**config.mk**
```make
export PLATFORM = sky130hd
export DESIGN_NAME = adc_ad7476_seq
export DESIGN_NICKNAME = d
export VERILOG_FILES = /design/src/rtl/adc_ad7476_seq.sv
export SDC_FILE = /design/constraint.sdc
export NUM_CORES = 1
export LEC_CHECK = 0
export ABC_CLOCK_PERIOD_IN_PS = 5300
export BUFFER_PORTS_ARGS = -buffer_cell sky130_fd_sc_hd__buf_2
export CORE_UTILIZATION = 23
export CTS_BUF_LIST = sky130_fd_sc_hd__clkbuf_8
export DETAILED_ROUTE_END_ITERATION = 8
export PLACE_DENSITY = 0.45
export SYNTH_ARGS = -nofsm -noshare
export SYNTH_HDL_FRONTEND = slang
export SYNTH_SLANG_ARGS = --single-unit
```
**constraint.sdc**
```tcl
create_clock -name clk_i -period 5.3 [get_ports clk_i]
set_input_delay 1.06 -clock clk_i [delete_from_list [all_inputs] [get_ports clk_i]]
set_output_delay 1.06 -clock clk_i [all_outputs]
set_load 0.03 [all_outputs]
```
**src/rtl/adc_ad7476_seq.sv**
```systemverilog
// AD7476A-style serial ADC sequencer: sample-rate timer, 16-bit frame capture,
// and a first-word-fall-through FIFO of 12-bit samples.
module adc_ad7476_seq #(
    parameter int CLK_DIV       = 2,
    parameter int SAMPLE_PERIOD = 1000,
    parameter int QUIET_CYC     = 4,
    parameter int FIFO_AW       = 3
) (
    input  logic               clk_i,
    input  logic               rst_n_i,
    input  logic               enable_i,
    input  logic               single_i,
    output logic               cs_n_o,
    output logic               sck_o,
    input  logic               miso_i,
    output logic [11:0]        sample_o,
    input  logic               sample_rd_i,
    output logic               fifo_empty_o,
    output logic [FIFO_AW:0]   fifo_cnt_o,
    output logic               busy_o,
    output logic               overflow_o,
    output logic               overrun_o,
    output logic               frame_err_o,
    input  logic               err_clr_i
);

    localparam int DEPTH    = 1 << FIFO_AW;
    localparam int HOLD_MAX = (CLK_DIV > QUIET_CYC) ? CLK_DIV : QUIET_CYC;
    localparam int CW       = $clog2(HOLD_MAX + 1);
    localparam int TW       = $clog2(SAMPLE_PERIOD);

    localparam logic [CW-1:0]      DIV_LAST   = CW'(CLK_DIV - 1);
    localparam logic [CW-1:0]      QUIET_LAST = CW'(QUIET_CYC - 1);
    localparam logic [TW-1:0]      TICK_AT    = TW'(SAMPLE_PERIOD - 1);
    localparam logic [FIFO_AW:0]   FULL_CNT   = (FIFO_AW + 1)'(DEPTH);

    typedef enum logic [2:0] {
        S_IDLE,
        S_SETUP,
        S_SCK_LO,
        S_SCK_HI,
        S_QUIET
    } state_t;

    state_t             r_state;
    logic [CW-1:0]      r_hold;
    logic [4:0]         r_bits;
    logic [15:0]        r_shreg;
    logic [TW-1:0]      r_timer;
    logic               r_pending;
    logic               r_overrun;
    logic               r_overflow;
    logic               r_frame_err;
    logic [11:0]        r_mem [DEPTH];
    logic [FIFO_AW-1:0] r_wp;
    logic [FIFO_AW-1:0] r_rp;
    logic [FIFO_AW:0]   r_cnt;

    logic w_tick;
    logic w_launch;
    logic w_div_done;
    logic w_push;
    logic w_full;
    logic w_empty;
    logic w_pop;
    logic w_wr;
    logic w_drop;
    logic w_ferr;

    assign w_tick     = enable_i && (r_timer == TICK_AT);
    assign w_launch   = (r_state == S_IDLE) &&
                        (r_pending || (single_i && !enable_i));
    assign w_div_done = (r_hold == DIV_LAST);
    assign w_push     = (r_state == S_SCK_HI) && w_div_done &&
                        (r_bits == 5'd16);
    assign w_full     = (r_cnt == FULL_CNT);
    assign w_empty    = (r_cnt == '0);
    assign w_pop      = sample_rd_i && !w_empty;
    // A pop frees the slot the same edge, so a full FIFO still accepts.
    assign w_wr       = w_push && (!w_full || w_pop);
    assign w_drop     = w_push && w_full && !w_pop;
    assign w_ferr     = w_push && (r_shreg[15:12] != 4'h0);

    always_ff @(posedge clk_i or negedge rst_n_i) begin
        if (!rst_n_i) begin
            r_timer   <= '0;
            r_pending <= 1'b0;
            r_overrun <= 1'b0;
        end else begin
            if (!enable_i) begin
                r_timer   <= '0;
                r_pending <= 1'b0;
            end else begin
                r_timer <= w_tick ? '0 : r_timer + 1'b1;
                if (w_tick)
                    r_pending <= 1'b1;
                else if (w_launch)
                    r_pending <= 1'b0;
            end
            if (w_tick && r_pending)
                r_overrun <= 1'b1;
            else if (err_clr_i)
                r_overrun <= 1'b0;
        end
    end

    always_ff @(posedge clk_i or negedge rst_n_i) begin
        if (!rst_n_i) begin
            r_state <= S_IDLE;
            r_hold  <= '0;
            r_bits  <= '0;
            r_shreg <= '0;
            cs_n_o  <= 1'b1;
            sck_o   <= 1'b1;
        end else begin
            unique case (r_state)
                S_IDLE: begin
                    if (w_launch) begin
                        cs_n_o  <= 1'b0;
                        r_hold  <= '0;
                        r_bits  <= '0;
                        r_state <= S_SETUP;
                    end
                end
                S_SETUP: begin
                    if (w_div_done) begin
                        r_hold  <= '0;
                        sck_o   <= 1'b0;
                        r_shreg <= {r_shreg[14:0], miso_i};
                        r_bits  <= r_bits + 1'b1;
                        r_state <= S_SCK_LO;
                    end else begin
                        r_hold <= r_hold + 1'b1;
                    end
                end
                S_SCK_LO: begin
                    if (w_div_done) begin
                        r_hold  <= '0;
                        sck_o   <= 1'b1;
                        r_state <= S_SCK_HI;
                    end else begin
                        r_hold <= r_hold + 1'b1;
                    end
                end
                S_SCK_HI: begin
                    if (w_div_done) begin
                        r_hold <= '0;
                        if (r_bits == 5'd16) begin
                            cs_n_o  <= 1'b1;
                            r_state <= S_QUIET;
                        end else begin
                            sck_o   <= 1'b0;
                            r_shreg <= {r_shreg[14:0], miso_i};
                            r_bits  <= r_bits + 1'b1;
                            r_state <= S_SCK_LO;
                        end
                    end else begin
                        r_hold <= r_hold + 1'b1;
                    end
                end
                S_QUIET: begin
                    if (r_hold == QUIET_LAST) begin
                        r_hold  <= '0;
                        r_state <= S_IDLE;
                    end else begin
                        r_hold <= r_hold + 1'b1;
                    end
                end
                default: r_state <= S_IDLE;
            endcase
        end
    end

    always_ff @(posedge clk_i or negedge rst_n_i) begin
        if (!rst_n_i) begin
            r_overflow  <= 1'b0;
            r_frame_err <= 1'b0;
        end else begin
            if (w_drop)
                r_overflow <= 1'b1;
            else if (err_clr_i)
                r_overflow <= 1'b0;
            if (w_ferr)
                r_frame_err <= 1'b1;
            else if (err_clr_i)
                r_frame_err <= 1'b0;
        end
    end

    always_ff @(posedge clk_i or negedge rst_n_i) begin
        if (!rst_n_i) begin
            for (int i = 0; i < DEPTH; i++)
                r_mem[i] <= '0;
            r_wp  <= '0;
            r_rp  <= '0;
            r_cnt <= '0;
        end else begin
            if (w_pop)
                r_rp <= r_rp + 1'b1;
            if (w_wr) begin
                r_mem[r_wp] <= r_shreg[11:0];
                r_wp        <= r_wp + 1'b1;
            end
            case ({w_wr, w_pop})
                2'b10:   r_cnt <= r_cnt + 1'b1;
                2'b01:   r_cnt <= r_cnt - 1'b1;
                default: r_cnt <= r_cnt;
            endcase
        end
    end

    assign sample_o     = r_mem[r_rp];
    assign fifo_empty_o = w_empty;
    assign fifo_cnt_o   = r_cnt;
    assign busy_o       = (r_state != S_IDLE);
    assign overflow_o   = r_overflow;
    assign overrun_o    = r_overrun;
    assign frame_err_o  = r_frame_err;

endmodule

```
==> key figures <==
Clock tree
  • CTS Root Cell: clkbuf_8
  • CTS clk-pin slew, worst paths: about 0.08 ns
  • CTS tree: done
  • Postcts setup bufs: 0
  • Hold buffers post-CTS: 0
  • Clock Sinks: 149
  • Max clock buf depth: 2
  • Htree depth: 4
  • Resized Gates After CTS: 0
  • Skew-Pair Late Insertion Delay: 0.46 ns
  • TritonCTS Buffers: 17

Global routing
  • Gr usage total: 10.5%
  • GRT overflow: 0
  • Largest net degree at the start of global routing: 112
  • Vias in the first global route: 4316
  • First-pass GRT wire length: 25100 um
  • Initial antenna violation count: 0
  • Met1 GRT Util: 14.2%
  • Routing layer with the top usage in global route: met2
  • Met2 GRT Util: 16.3%
  • GR Util met3: around 2.3%

Timing
  • Slew Limit Fails: 0
  • Post-route clock period utilization: between 60% and 70%
  • RSZ-0062 raised after global routing: false
  • Final hold violation count: 0
  • Fmax: around 280 MHz
  • Worst-Margin Slew: around 1.1 ns
  • Endpoints failing setup: 0
  • Min Tclk post-route: 3.63 ns
  • Final worst slack: 1.67 ns
  • Setup TNS: 0 ns
  • Clk_skew: 0.0168 ns
  • Slew HR: 29.5%

Setup path
  • Reg2Reg Setup Slack: 2.16 ns
  • Crit-path max FO: 20
  • Critical Path RT: ~4.2 ns
  • R2r startpoint: r_bits[0]$_DFFE_PN0P_
  • CP Class: reg -> out
  • Worst path arrival time: ~2.6 ns
  • Crit end category: primary output
  • Startpoint types: flop
  • Worst reg2reg path depth: 13
  • Worst R2R End: fifo_cnt_o[2]$_DFFE_PN0P_

Finish
  • Most common cell after layout, fill and taps aside: dfrtp_1
  • Final Util: 26.3%
  • Layout Cell Area excl Fill: about 8000 um^2
  • Area Growth Syn to Fin: 11.9%
  • Antenna Cells: 0
  • Final-stage net count: 536
  • Fraction of layout instances using a drive strength above 1: 43.9%
  • Most frequent cells in the layout: 147 x dfrtp_1, 87 x mux2_2, 40 x mux2_4, 28 x buf_2, 24 x mux4_2

Floorplan
  • Die Wd: 179 um
  • Initial core utilization: approximately a quarter
  • I/O Pins: 30
  • Die height: between 150 and 200 um
  • Row cnt: between 60 and 70
  • Area of the core: ~30000 um^2
  • DIE AREA: around 32000 um^2

Logic synthesis
  • Post-synth EDFFs: 0
  • Syn Area/Cell: 14.5 um^2
  • Post-synthesis async set-or-reset flop share: between 90% and 100%
  • Synth Register Bits: 149
  • Post-synthesis simple-gate area fraction: roughly 7.9%
  • Share of the synthesized area in the top cell type: between 50% and 60%
  • Library cells used by synthesis: 56
  • Cell Area, Synth: 7230 um^2
  • Xor/xnor cell area share of the yosys netlist: 1.70%
  • Syn Nets: about 520
  • Sequential element share of the synthesized area: 51.6%
  • Multiplexer area fraction after synthesis: 29.7%
  • Synth Area in Compound Gates: approximately 3.1%
  • Synth Instances: between 400 and 500
  • Most used DFF post-synth: dfrtp_1
  • Synth warnings: 0
  • Synthesized-area fraction occupied by adder cells: 2.08%
  • Synth area leader: dfrtp_1
  • Largest cells by area after synthesis: dfrtp_1 51%, mux2_2 14%, mux2_4 8.3%
  • Main combinational cell family by area after synthesis: multiplexers

Power and ir drop
  • Peak VDD IR: between 0.2 and 0.25 mV
  • Leakage Power: about 3.8 nW
  • P per Cell Area: 392 nW/um^2

Routing
  • DRT Wirelength: 15300 um
  • Initial DRC count: roughly 190
  • Vias: 4051
  • Vias per inst: between 4 and 5
  • WL per Instance: ~17 um
  • ANT nets after route: 0
  • DRC: 0
  • First-pass detailed-route iteration total: 6

Worst hold path
  • Hold path depth: 1
  • Hold Path Sink: r_timer[0]$_DFF_PN0_
  • Hold Path Origin: r_timer[0]$_DFF_PN0_
  • Hold crit path type: reg -> reg

Placement
  • Routability Congestion: between 0.7 and 0.8
  • Detailed placer's ending HPWL: 9620 um
  • Placement Setup Slack: 2.07 ns
  • # port buffers: 29
  • Post-DP Area: 7720 um^2

Run status
  • Status: completed

Flow run
  • Max Cap Violations: 0
## final cells by class
cell class                 count  area [um^2]
fill                        3209        22700
sequential                   149         3730
multi-input combinational    302         3260
tap                          396          495
clock buffer                  21          289
timing repair buffer          33          181
clock inverter                10         81.3
inverter                      14         52.6
## worst max path at each step
stage | start | endpoint | slack, ns | cells after the start
2_1_floorplan | fifo_cnt_o[1]$_DFFE_PN0P_ | fifo_cnt_o[2]$_DFFE_PN0P_ | 2.07 | 9
3_3_place_gp | r_rp[0]$_DFFE_PN0P_ | sample_o[1] | 2.13 | 4
3_5_place_dp | sample_rd_i | fifo_cnt_o[2]$_DFFE_PN0P_ | 2.07 | 11
4_1_cts | r_rp[0]$_DFFE_PN0P_ | sample_o[10] | 1.56 | 4
5_1_grt | r_rp[0]$_DFFE_PN0P_ | sample_o[10] | 1.47 | 4
6_report | r_rp[0]$_DFFE_PN0P_ | sample_o[10] | 1.67 | 4
## routing by layer
layer  vias to the layer above  share of wire (%)
met5                         -                  0
met4                         0                1.6
met3                        19                2.9
met2                        62                 48
met1                      2128                 48
li1                       1842                  -
## stage by stage
step / instances / hold slack, ns / power [mW]
finish: 925 / 0.461 / 3.17
global route: 925 / 0.488 / 3.39
CTS: 925 / 0.467 / 3.23
detailed placement: 894 / 0.452 / 2.37
global placement: 894 / 0.443 / 2.33
floorplan: 498 / 0.425 / 2.12
## critical path: stages (launching register included)
cell and delay (ns):
dfrtp_1 0.57, buf_4 0.47, mux4_2 0.57, mux2_2 0.31, buf_2 0.19
## cell families (layout without fill, tap and decap cells)
family                     after synthesis  count (layout)
adders and majority gates               12              12
and+or+nand+nor                         88              88
buffers and inverters                   47              78
muxes                                  154             154
AOI/OAI and AO/OA                       34              34
DFF                                    149             149
xor gates and xnor gates                14              14
## state kept, by name (all words and copies together), names as in the netlist
signal / count
cs_n_o: 1
fifo_cnt_o: 4
frame_err_o: 1
overflow_o: 1
overrun_o: 1
r_bits: 5
r_hold: 3
r_mem: 96
r_pending: 1
r_rp: 3
r_shreg: 16
r_state: 3
r_timer: 10
r_wp: 3
sck_o: 1
## report_power, final
| part | switching [mW] | internal, mW |
|---|---|---|
| combinational | 0.420 | 0.366 |
| sequential | 0.263 | 1.28 |
| clock | 0.428 | 0.413 |
## cells in the mapped netlist (all sizes together) (2+ instances only)
cell	number
a21oi	10
o22ai	2
a31oi	2
o21a	2
nor3b	4
nand2	14
nand4	7
nand3	10
mux2	127
xnor2	5
ha	12
o32ai	2
dfrtp	147
or3	4
dfstp	2
nor3	6
nor2	16
a21o	2
o21ai	5
mux4	24
mux2i	3
nand3b	3
and2	3
nor4	3
nand2b	4
clkbuf	7
xor2	9
nor2b	5
buf	26
a2111oi	2
inv	14
Power figures use the tool's default switching activity.
